===== src/rtl/serial_divider_pkg.sv =====
// Shared definitions for the serial restoring divider: FSM state encoding and default width.
package serial_divider_pkg;

    localparam int DEFAULT_N = 4;

    typedef enum logic [1:0] {
        IDLE = 2'd0,
        BUSY = 2'd1,
        DONE = 2'd2
    } state_e;

endpackage


===== src/rtl/serial_divider_full_sub.sv =====
// One-bit full subtractor cell; chained to form the divider's trial-subtract borrow ripple.
module full_sub (
    input  logic a,
    input  logic b,
    input  logic borrow_in,
    output logic diff,
    output logic borrow_out
);

    assign diff       = a ^ b ^ borrow_in;
    assign borrow_out = (~a & b) | (~(a ^ b) & borrow_in);

endmodule


===== src/rtl/serial_divider.sv =====
// Serial restoring unsigned divider, one quotient bit per cycle, done after N+1 cycles.
// Optional div_zero flag output is enabled by defining DIV_ZERO_FLAG_EN.
module serial_divider
    import serial_divider_pkg::*;
#(
    parameter int N = DEFAULT_N
) (
    input  logic         Clock,
    input  logic         Reset,
    input  logic         start,
    input  logic [N-1:0] dividend,
    input  logic [N-1:0] divisor,
    output logic         busy,
    output logic         done,
`ifdef DIV_ZERO_FLAG_EN
    output logic         div_zero,
`endif
    output logic [N-1:0] quotient,
    output logic [N-1:0] remainder
);

    localparam int CW = $clog2(N + 1);

    state_e         state_r, state_nx_s;
    logic [CW-1:0]  count_r, count_nx_s;
    logic [N-1:0]   rem_r, rem_nx_s;
    logic [N-1:0]   quo_r, quo_nx_s;
    logic [N-1:0]   divisor_r, divisor_nx_s;
    logic           busy_r;
    logic           done_r;

    logic [N:0]     shifted_s;
    logic [N:0]     sub_b_s;
    logic [N:0]     diff_s;
    logic [N+1:0]   borrow_s;

    // The quotient register doubles as the dividend shift register: its MSB feeds the remainder.
    assign shifted_s   = {rem_r, quo_r[N-1]};
    assign sub_b_s     = {1'b0, divisor_r};
    assign borrow_s[0] = 1'b0;

    for (genvar i = 0; i <= N; i++) begin : g_sub_chain
        full_sub u_full_sub (
            .a          (shifted_s[i]),
            .b          (sub_b_s[i]),
            .borrow_in  (borrow_s[i]),
            .diff       (diff_s[i]),
            .borrow_out (borrow_s[i+1])
        );
    end

    // Next-state and datapath update for the IDLE/BUSY/DONE sequence.
    always_comb begin
        state_nx_s   = state_r;
        count_nx_s   = count_r;
        rem_nx_s     = rem_r;
        quo_nx_s     = quo_r;
        divisor_nx_s = divisor_r;
        case (state_r)
            IDLE: begin
                if (start) begin
                    state_nx_s   = BUSY;
                    count_nx_s   = CW'(N);
                    rem_nx_s     = {N{1'b0}};
                    quo_nx_s     = dividend;
                    divisor_nx_s = divisor;
                end else begin
                    state_nx_s   = IDLE;
                end
            end
            BUSY: begin
                // A borrow out of the top cell means the divisor did not fit: restore.
                if (borrow_s[N+1]) begin
                    rem_nx_s = shifted_s[N-1:0];
                    quo_nx_s = {quo_r[N-2:0], 1'b0};
                end else begin
                    rem_nx_s = diff_s[N-1:0];
                    quo_nx_s = {quo_r[N-2:0], 1'b1};
                end
                count_nx_s = count_r - CW'(1);
                if (count_r == CW'(1)) begin
                    state_nx_s = DONE;
                end else begin
                    state_nx_s = BUSY;
                end
            end
            DONE: begin
                state_nx_s = IDLE;
            end
            default: begin
                state_nx_s = IDLE;
            end
        endcase
    end

    // State, datapath and registered status outputs.
    always_ff @(posedge Clock or posedge Reset) begin
        if (Reset) begin
            state_r   <= IDLE;
            count_r   <= {CW{1'b0}};
            rem_r     <= {N{1'b0}};
            quo_r     <= {N{1'b0}};
            divisor_r <= {N{1'b0}};
            busy_r    <= 1'b0;
            done_r    <= 1'b0;
        end else begin
            state_r   <= state_nx_s;
            count_r   <= count_nx_s;
            rem_r     <= rem_nx_s;
            quo_r     <= quo_nx_s;
            divisor_r <= divisor_nx_s;
            busy_r    <= (state_nx_s != IDLE);
            done_r    <= (state_nx_s == DONE);
        end
    end

    assign busy      = busy_r;
    assign done      = done_r;
    assign quotient  = quo_r;
    assign remainder = rem_r;

`ifdef DIV_ZERO_FLAG_EN
    logic div_zero_r;

    // Flag is cleared when a division starts and published alongside the results.
    always_ff @(posedge Clock or posedge Reset) begin
        if (Reset) begin
            div_zero_r <= 1'b0;
        end else if (state_r == IDLE && start) begin
            div_zero_r <= 1'b0;
        end else if (state_r == BUSY && state_nx_s == DONE) begin
            div_zero_r <= (divisor_r == {N{1'b0}});
        end else begin
            div_zero_r <= div_zero_r;
        end
    end

    assign div_zero = div_zero_r;
`endif

endmodule


===== config.mk =====
export PLATFORM = sky130hd
export DESIGN_NAME = serial_divider
export DESIGN_NICKNAME = d
export VERILOG_FILES = /design/src/rtl/serial_divider_pkg.sv /design/src/rtl/serial_divider_full_sub.sv /design/src/rtl/serial_divider.sv
export SDC_FILE = /design/constraint.sdc
export NUM_CORES = 1
export LEC_CHECK = 0
export CAP_MARGIN = 10
export CORE_ASPECT_RATIO = 0.9
export CORE_MARGIN = 1
export CORE_UTILIZATION = 50
export DETAILED_ROUTE_END_ITERATION = 10
export PLACE_DENSITY = 0.78
export SYNTH_ARGS = -nofsm -noshare
export SYNTH_HDL_FRONTEND = slang
export SYNTH_HIERARCHICAL = 1
export SYNTH_SLANG_ARGS = --single-unit

===== constraint.sdc =====
create_clock -name Clock -period 5.1 [get_ports Clock]
set_input_delay 0.51 -clock Clock [delete_from_list [all_inputs] [get_ports Clock]]
set_output_delay 0.51 -clock Clock [all_outputs]
set_load 0.1 [all_outputs]

==> metrics.txt, run 1 <==
status finished clean; critical path class flip-flop to flip-flop; final setup vio count 0; routed length per instance 12.8 µm; share of the synthesized area in the top cell type 46.0%; reg2reg start quotient[3]; CTS Hold Bufs 0; Clock transition at path regs 110 ps; Max Cap Viol 0; post-CTS setup repair buffer count 0; Syn. warnings 6; vias per cell 5.04; setup ws final 2030 ps; CTS root buf clkbuf_4; starting density of the core 53.5%; # port buffers 20; largest net degree at the start of global routing 20; Clock Latency Late Sink 310 ps; Top FF cell, synth dfrtp_1; Mapped Cells a little over 90; First-pass DRT Iterations 4; endpoints failing hold 0; number of global-route vias before repair approximately 670; Post-synth ARST share 100%; post-synthesis sequential area ratio 46.0%; final-stage net count 132; skew final 1.09 ps; grt ovf 0; area leader, netlist dfrtp_1; crit end category flip-flop; Cell Area, Synth 1030 µm²; Period Utilization, post-route 60.1%; Post-route DRC 0; crit path DAT 3250 ps; Pins Over Slew Limit 0; global-route wire length before repair 2990 µm; 1st-iter DRT viols 4; FF+latch count, synth 19; clock sinks 19; crit path time final 3070 ps; post-route ant nets 0; Die Y-Extent about 45 µm; fill count 147; share of layout cells above drive strength 1 8.85%; post-synth cell types 26; GPL Wtd Cong 0.795; worst-case reg-to-reg path depth 14; Synth Area per Inst 11.2 µm²; hold wc startpoint count_r[0]; hpwl dp 1260 µm; Max-slew headroom 34.9%; GRT Util Overall 19.0%; DIE AREA 2250 µm²; area grow syn2layout 22.4%; initial antenna violation count 0; Die W between 40 and 50 µm; Sum Neg Setup Slack 0 ps; unrepaired setup endpoints after global routing false; CORE AREA 1930 µm²; CP max FO 5; total wire length ~1800 µm; clock tree from TritonCTS yes; startpoint types flip-flop; Core Rows 15; fmax about 330 MHz; Layout Cells excl Fill 138; CTS buffer count 3; Worst Hold Depth 1; post-cts resize count 0; Slew @ Worst Pin around 970 ps; Critical Path Start quotient[3]; Min-Delay Path Class flip-flop to flip-flop; routed via count between 600 and 700; placed insts 134; dominant cells by area after synthesis dfrtp_1, fa_1, inv_1; post-place setup slack 2040 ps; antenna cells 0; number of enable flip-flop cells after synthesis 0; CTS H-Tree Depth 1; Worst EP required 5280 ps; Max clock buf depth 2; IO Pins 21
[logic make-up after synthesis]
group	after synthesis	share of synthesized area, %
AND/OR/NAND/NOR	22	12.7
buffers and inverters	21	9.08
flip-flops	19	46.0
AO/OA/AOI/OAI	12	8.23
multiplexers	9	10.7
adder cells (fa/ha/maj)	7	12.1
other	1	0.363
XOR/XNOR	1	0.848
[worst paths after layout]
check / endpoint / slack (ps)
setup reg to reg: remainder[0] / 2030
min in group asynchronous: done / 610
setup / recovery: remainder[0] / 2030
hold reg to reg: count_r[0] / 520
max in group asynchronous: quotient[1] / 4050
hold / removal: count_r[0] / 520
[state kept, by name (all words and copies together), names as in the netlist]
name	count
quotient	4
busy	1
state_r	2
count_r	3
remainder	4
done	1
divisor_r	4
[layout make-up]
type	count	area, µm²	area share, %
sequential	19	475	37.6
clock buffer	4	26.3	2.08
multi-input combinational	53	468	37.0
tap	25	31.3	2.47
inverter	17	63.8	5.04
timing repair buffer	20	200	15.8
[cells in the mapped netlist (all sizes together) (2+ instances only)]
cell / number
buf: 3
mux2i: 5
ha: 2
nor2: 7
o22ai: 6
a211oi: 2
nand2b: 2
fa: 5
dfrtp: 19
nor2b: 3
mux2: 4
nand2: 5
nor3: 3
inv: 17
[cells in the final DEF (no fill, tap or decap)]
cell / netlist / final
clkbuf_1: 1 / 1
mux2i_1: 5 / 5
o22ai_1: 6 / 6
o21ai_0: 1 / 1
nand2b_4: 1 / 1
o22a_1: 1 / 1
nor3_1: 3 / 3
nor4b_1: 1 / 1
a2bb2oi_1: 1 / 1
nand2b_1: 1 / 1
fa_1: 5 / 5
mux2_4: 4 / 4
clkdlybuf4s50_1: 0 / 20
dfrtp_1: 19 / 19
nor2_8: 1 / 1
xor2_1: 1 / 1
a211oi_1: 2 / 2
inv_1: 17 / 17
ha_1: 2 / 2
nand2_1: 5 / 5
nor2b_1: 3 / 3
clkbuf_4: 0 / 3
o21ba_2: 1 / 1
nor2_1: 6 / 6
conb_1: 1 / 2
nand3b_1: 1 / 1
[critical path, cell delays in order, from the launching register on]
cell	delay, ps
dfrtp_1	440
fa_1	420
inv_1	60
inv_1	40
fa_1	340
inv_1	60
inv_1	50
fa_1	350
inv_1	80
fa_1	180
inv_1	60
fa_1	350
inv_1	200
mux2i_1	220
o22ai_1	90
[metal layers]
metal	track usage [%]	vias up	part of all wire (%)
met5	0	-	0
met3	6.06	5	4.9
met1	22.4	334	46
li1	-	340	-
met2	31.4	17	47
met4	10.3	0	2.3
[per-stage QoR]
| step | hold WS, ps | cell area [µm²] | util, % |
|---|---|---|---|
| after global routing | 547 | 1260 | 65.4 |
| after global placement | 496 | 1240 | 64.1 |
| final | 518 | 1260 | 65.4 |
| after CTS | 520 | 1260 | 65.4 |
| after floorplan | 461 | 1040 | - |
| after detailed placement | 497 | 1240 | 64.1 |
Power of run 1 is left out: the tool's default activity adds up to more than one toggle a clock period on the data nets, which glitch-free logic cannot reach.
==> inputs of run 2 (changes only) <==
--- a/config.mk
+++ b/config.mk
@@ -8,9 +8,9 @@
 export CAP_MARGIN = 10
 export CORE_ASPECT_RATIO = 0.9
 export CORE_MARGIN = 1
-export CORE_UTILIZATION = 50
+export CORE_UTILIZATION = 45
 export DETAILED_ROUTE_END_ITERATION = 10
-export PLACE_DENSITY = 0.78
+export PLACE_DENSITY = 0.74
 export SYNTH_ARGS = -nofsm -noshare
 export SYNTH_HDL_FRONTEND = slang
 export SYNTH_HIERARCHICAL = 1
==> constraint.sdc (replaced) <==
create_clock -name Clock -period 2.7 [get_ports Clock]
set_input_delay 0.27 -clock Clock [delete_from_list [all_inputs] [get_ports Clock]]
set_output_delay 0.27 -clock Clock [all_outputs]
set_load 0.1 [all_outputs]
==> run 2 against run 1 <==
  * The run now ends with setup timing left
  * Worst hold slack worse by 140 ps
  * Sequential share of layout area is 0.075 points lower
  * Die area is 11% higher
  * Register-to-register slack worse by 2200 ps
  * Global-route usage is 1.9 points lower
  * First-iteration DRC count is 75% higher
  * Highest routed layer unchanged
  * Via count is 1.0% higher
  * Count of clock-buffer cells in the layout is 1 lower
  * Flip-flop and latch count stayed put
  * Setup slack worse by 2200 ps
==> metrics.txt, run 2 (synthesis results as in run 1) <==
First-pass DRT Iterations 4; final setup vio count 5; Post-route DRC 0; GRT Util Overall 17.1%; 1st-iter DRT viols 7; crit path DAT 2990 ps; violated checks setup timing; CP max FO 5; total wire length 1790 µm; Max clock buf depth 2; post-CTS setup repair buffer count 0; final-stage net count between 100 and 150; most frequent cells in the layout dfrtp_1, buf_4, inv_1, clkdlybuf4s50_1; routed via count approximately 700; Max Cap Viol 0; Max-slew headroom 52.4%; post-route ant nets 0; Die Y-Extent 47.5 µm; flop2flop setup slack -120 ps; crit end category flip-flop; worst-case reg-to-reg path depth 14; GPL Wtd Cong around 0.70; initial antenna violation count 0; DIE AREA 2490 µm²; starting density of the core 47.8%; CTS Hold Bufs 0; IO Pins 21; number of global-route vias before repair 643; Worst EP required 2870 ps; vias per cell 4.95; skew final 2.18 ps; reg2reg start quotient[3]; area grow syn2layout 23.6%; Hold WS 376 ps; critical path class flip-flop to flip-flop; fmax 354 MHz; CORE AREA 2160 µm²; startpoint types flip-flop; crit path time final 2820 ps; status finished, violations left; global-route wire length before repair slightly below 3000 µm; Layout Utilization 59.1%; Clock transition at path regs 110 ps; share of layout cells above drive strength 1 a little under a third; CTS buffer count 3; CTS root buf clkbuf_4; Slew @ Worst Pin roughly 710 ps; Reg-to-Reg End remainder[2]; setup ws final -123 ps; commonest non-fill, non-tap cell in the layout dfrtp_1; CTS H-Tree Depth 1; Min-Delay Path Class primary input to asynchronous set/reset pin; hpwl dp 1310 µm; unrepaired setup endpoints after global routing true; routed length per instance 12.6 µm; clock tree from TritonCTS yes; Die W 52.5 µm; grt ovf 0; Period Utilization, post-route 105%; clock sinks 19; Sum Neg Setup Slack -510 ps; Pins Over Slew Limit 0; # port buffers 20; antenna cells 0; Core Rows 16; largest net degree at the start of global routing 20; Clock Latency Late Sink 300 ps; endpoints failing hold 0
[run 2: changes by cell type in the layout (fill, tap and decap cells not counted), sizes merged]
cell,previous run,this run
clkinv,0,1
buf,0,12
clkdlybuf4s50,20,10
clkbuf,4,3
[run 2: stage by stage]
step / instance area, µm² / worst slack (ps) / std cells
2_1_floorplan: 1060 / -317 / 93
3_3_place_gp: 1250 / -140 / 138
3_5_place_dp: 1250 / -196 / 138
4_1_cts: 1280 / -131 / 142
5_1_grt: 1280 / -234 / 142
6_report: 1280 / -123 / 142
[run 2: worst max-delay path, stage by stage, from the launching register on]
cell,delay (ps)
dfrtp_4,500
fa_2,340
inv_2,60
inv_2,30
fa_2,320
inv_2,60
inv_2,30
fa_2,340
inv_2,60
fa_2,180
inv_2,40
fa_2,350
inv_4,100
mux2i_1,190
o22ai_1,90
[run 2: routing by layer]
metal	vias up	track usage, %	share of wire (%)
met5	-	0	0
li1	342	-	-
met1	339	21.6	46
met3	4	5.71	4.5
met4	0	5.26	1.2
met2	18	28.4	49
[run 2: cell type report]
cell class | instances | area (µm²)
fill | 201 | 885
multi-input combinational | 53 | 480
sequential | 19 | 479
tap | 27 | 33.8
inverter | 17 | 66.3
clock inverter | 1 | 5.00
clock buffer | 3 | 22.5
timing repair buffer | 22 | 190
[run 2: worst max-delay path by stage]
stage | from | endpoint | slack (ps) | cells past startpoint
after global placement | quotient[3] | remainder[0] | -140 | 14
after CTS | quotient[3] | remainder[2] | -130 | 14
after global routing | quotient[3] | remainder[1] | -230 | 14
final | quotient[3] | remainder[2] | -120 | 14
after floorplan | quotient[3] | remainder[1] | -320 | 15
after detailed placement | quotient[3] | remainder[1] | -200 | 14
[run 2: repair_timing]
item,CTS,global route
gates cloned,0,0
endpoints found under the setup margin,5,5
resized for setup,3,0
pin swaps,3,0
Power of run 2 is left out for the same reason.
==> inputs of run 3 (changes only) <==
--- a/config.mk
+++ b/config.mk
@@ -5,12 +5,13 @@
 export SDC_FILE = /design/constraint.sdc
 export NUM_CORES = 1
 export LEC_CHECK = 0
-export CAP_MARGIN = 10
+export CAP_MARGIN = 15
 export CORE_ASPECT_RATIO = 0.9
-export CORE_MARGIN = 1
+export CORE_MARGIN = 1.5
 export CORE_UTILIZATION = 45
 export DETAILED_ROUTE_END_ITERATION = 10
 export PLACE_DENSITY = 0.74
+export SKIP_CTS_REPAIR_TIMING = 1
 export SYNTH_ARGS = -nofsm -noshare
 export SYNTH_HDL_FRONTEND = slang
 export SYNTH_HIERARCHICAL = 1
==> run 3 against run 2 <==
  * Wire length decreased by 6.7%
  * The run still ends with setup timing left
  * Setup slack got worse by 6.3 ps
  * Core utilization decreased by 0.20 points
  * Non-clock buffer count increased by 1
  * Critical path depth increased by 1
  * Design area increased by 0.59%
  * Maximum frequency decreased by 0.22%
==> metrics.txt, run 3 (synthesis results as in run 1) <==
status finished, violations left; violated checks setup timing; 1st-iter DRT viols 14; # port buffers 20; critical path cell sequence fa_2 > inv_2 > inv_2 > fa_2 > inv_2 > inv_2 > fa_2 > inv_2 > fa_2 > inv_2 > fa_2 > inv_4 > buf_4 > a2bb2oi_1 > o22a_1; Clock transition at path regs 110 ps; final setup vio count 5; post-place setup slack -189 ps; CP max stage delay 490 ps; Period Utilization, post-route 105%; Slew @ Worst Pin 721 ps; Min-Delay Path Class primary input to asynchronous set/reset pin; fmax approximately 350 MHz; unrepaired setup endpoints after global routing true; total wire length 1670 µm; Pins Over Slew Limit 0; most used cell, CP inv_2; CTS root buf clkbuf_4; Post-route DRC 0; antenna cells 0; Worst EP required 2890 ps; endpoints failing hold 0; setup ws final -129 ps; grt ovf 0; share of layout cells above drive strength 1 31.9%; routed length per instance 11.7 µm; hpwl dp 1220 µm; starting density of the core a little under half; commonest non-fill, non-tap cell in the layout dfrtp_1; CTS buffer count 3; family with the most delay on the worst path adder cells; Max-slew headroom 51.9%; DIE AREA between 2000 and 3000 µm²; crit end category flip-flop; IO Pins 21; initial antenna violation count 0; most frequent cells in the layout dfrtp_1, buf_4, inv_1, clkdlybuf4s50_1; largest net degree at the start of global routing 20; routed via count 677; Die W 53.5 µm; Core Rows 16; WP buf/inv 8; Die Y-Extent 48.5 µm; CORE AREA 2180 µm²; Clock Latency Late Sink roughly 290 ps; skew final 3.66 ps; startpoint types flip-flop; Hold WS 380 ps; global-route wire length before repair 2900 µm; Layout Cells excl Fill 143; placed insts roughly 140; vias per cell approximately 4.7; clock tree from TritonCTS yes; GPL Wtd Cong 0.731; number of global-route vias before repair 672; First-pass DRT Iterations 4; final-stage net count 135; critical path class flip-flop to flip-flop; fill count ~180; clock sinks 19; crit path max-delay cell type dfrtp_4; CTS H-Tree Depth 1; GRT Util Overall approximately 15%; CP max FO 5; crit path DAT 3020 ps; Max Cap Viol 0; crit path time final approximately 2800 ps; Max clock buf depth 2; post-route ant nets 0; area grow syn2layout 24.3%
run 3: changes by cell type in the layout (fill, tap and decap cells not counted):
| cell | delta |
|---|---|
| buf_4 | +1 |
run 3: path summary, 6_finish.rpt:
path	startpoint	end	slack [ps]	depth (start not counted)
worst min register to register	count_r[0]	count_r[0]	520	1
worst min-delay path	Reset	count_r[2]	380	2
min in group Clock	count_r[0]	count_r[0]	520	1
worst max-delay path	quotient[3]	quotient[0]	-130	15
max in group asynchronous	Reset	quotient[3]	1790	2
worst max register to register	quotient[3]	quotient[0]	-130	15
run 3: layout make-up:
type                            count  area, µm²  share of cell area [%]
Clock buffer                        3       22.5                    1.75
Clock inverter                      1       5.00                   0.389
Inverter                           17       66.3                    5.16
Multi-Input combinational cell     53        480                    37.4
Sequential cell                    19        479                    37.3
Tap cell                           27       33.8                    2.63
Timing Repair Buffer               23        198                    15.4
run 3: stage by stage:
stage                     setup TNS [ps]  cell area (µm²)  util (%)
after floorplan                    -1450             1060         -
after global placement              -590             1250      57.2
after detailed placement            -751             1250      57.2
after CTS                           -803             1270      58.4
after global routing               -1130             1280      58.9
final                               -566             1280      58.9
run 3: layer usage:
layer	wire [µm]	track usage (%)	vias up
met4	14	3.85	0
li1	-	-	343
met5	0	0	-
met3	80	5.56	2
met1	771	20.6	316
met2	799	23.0	16
Power of run 3 is left out for the same reason.
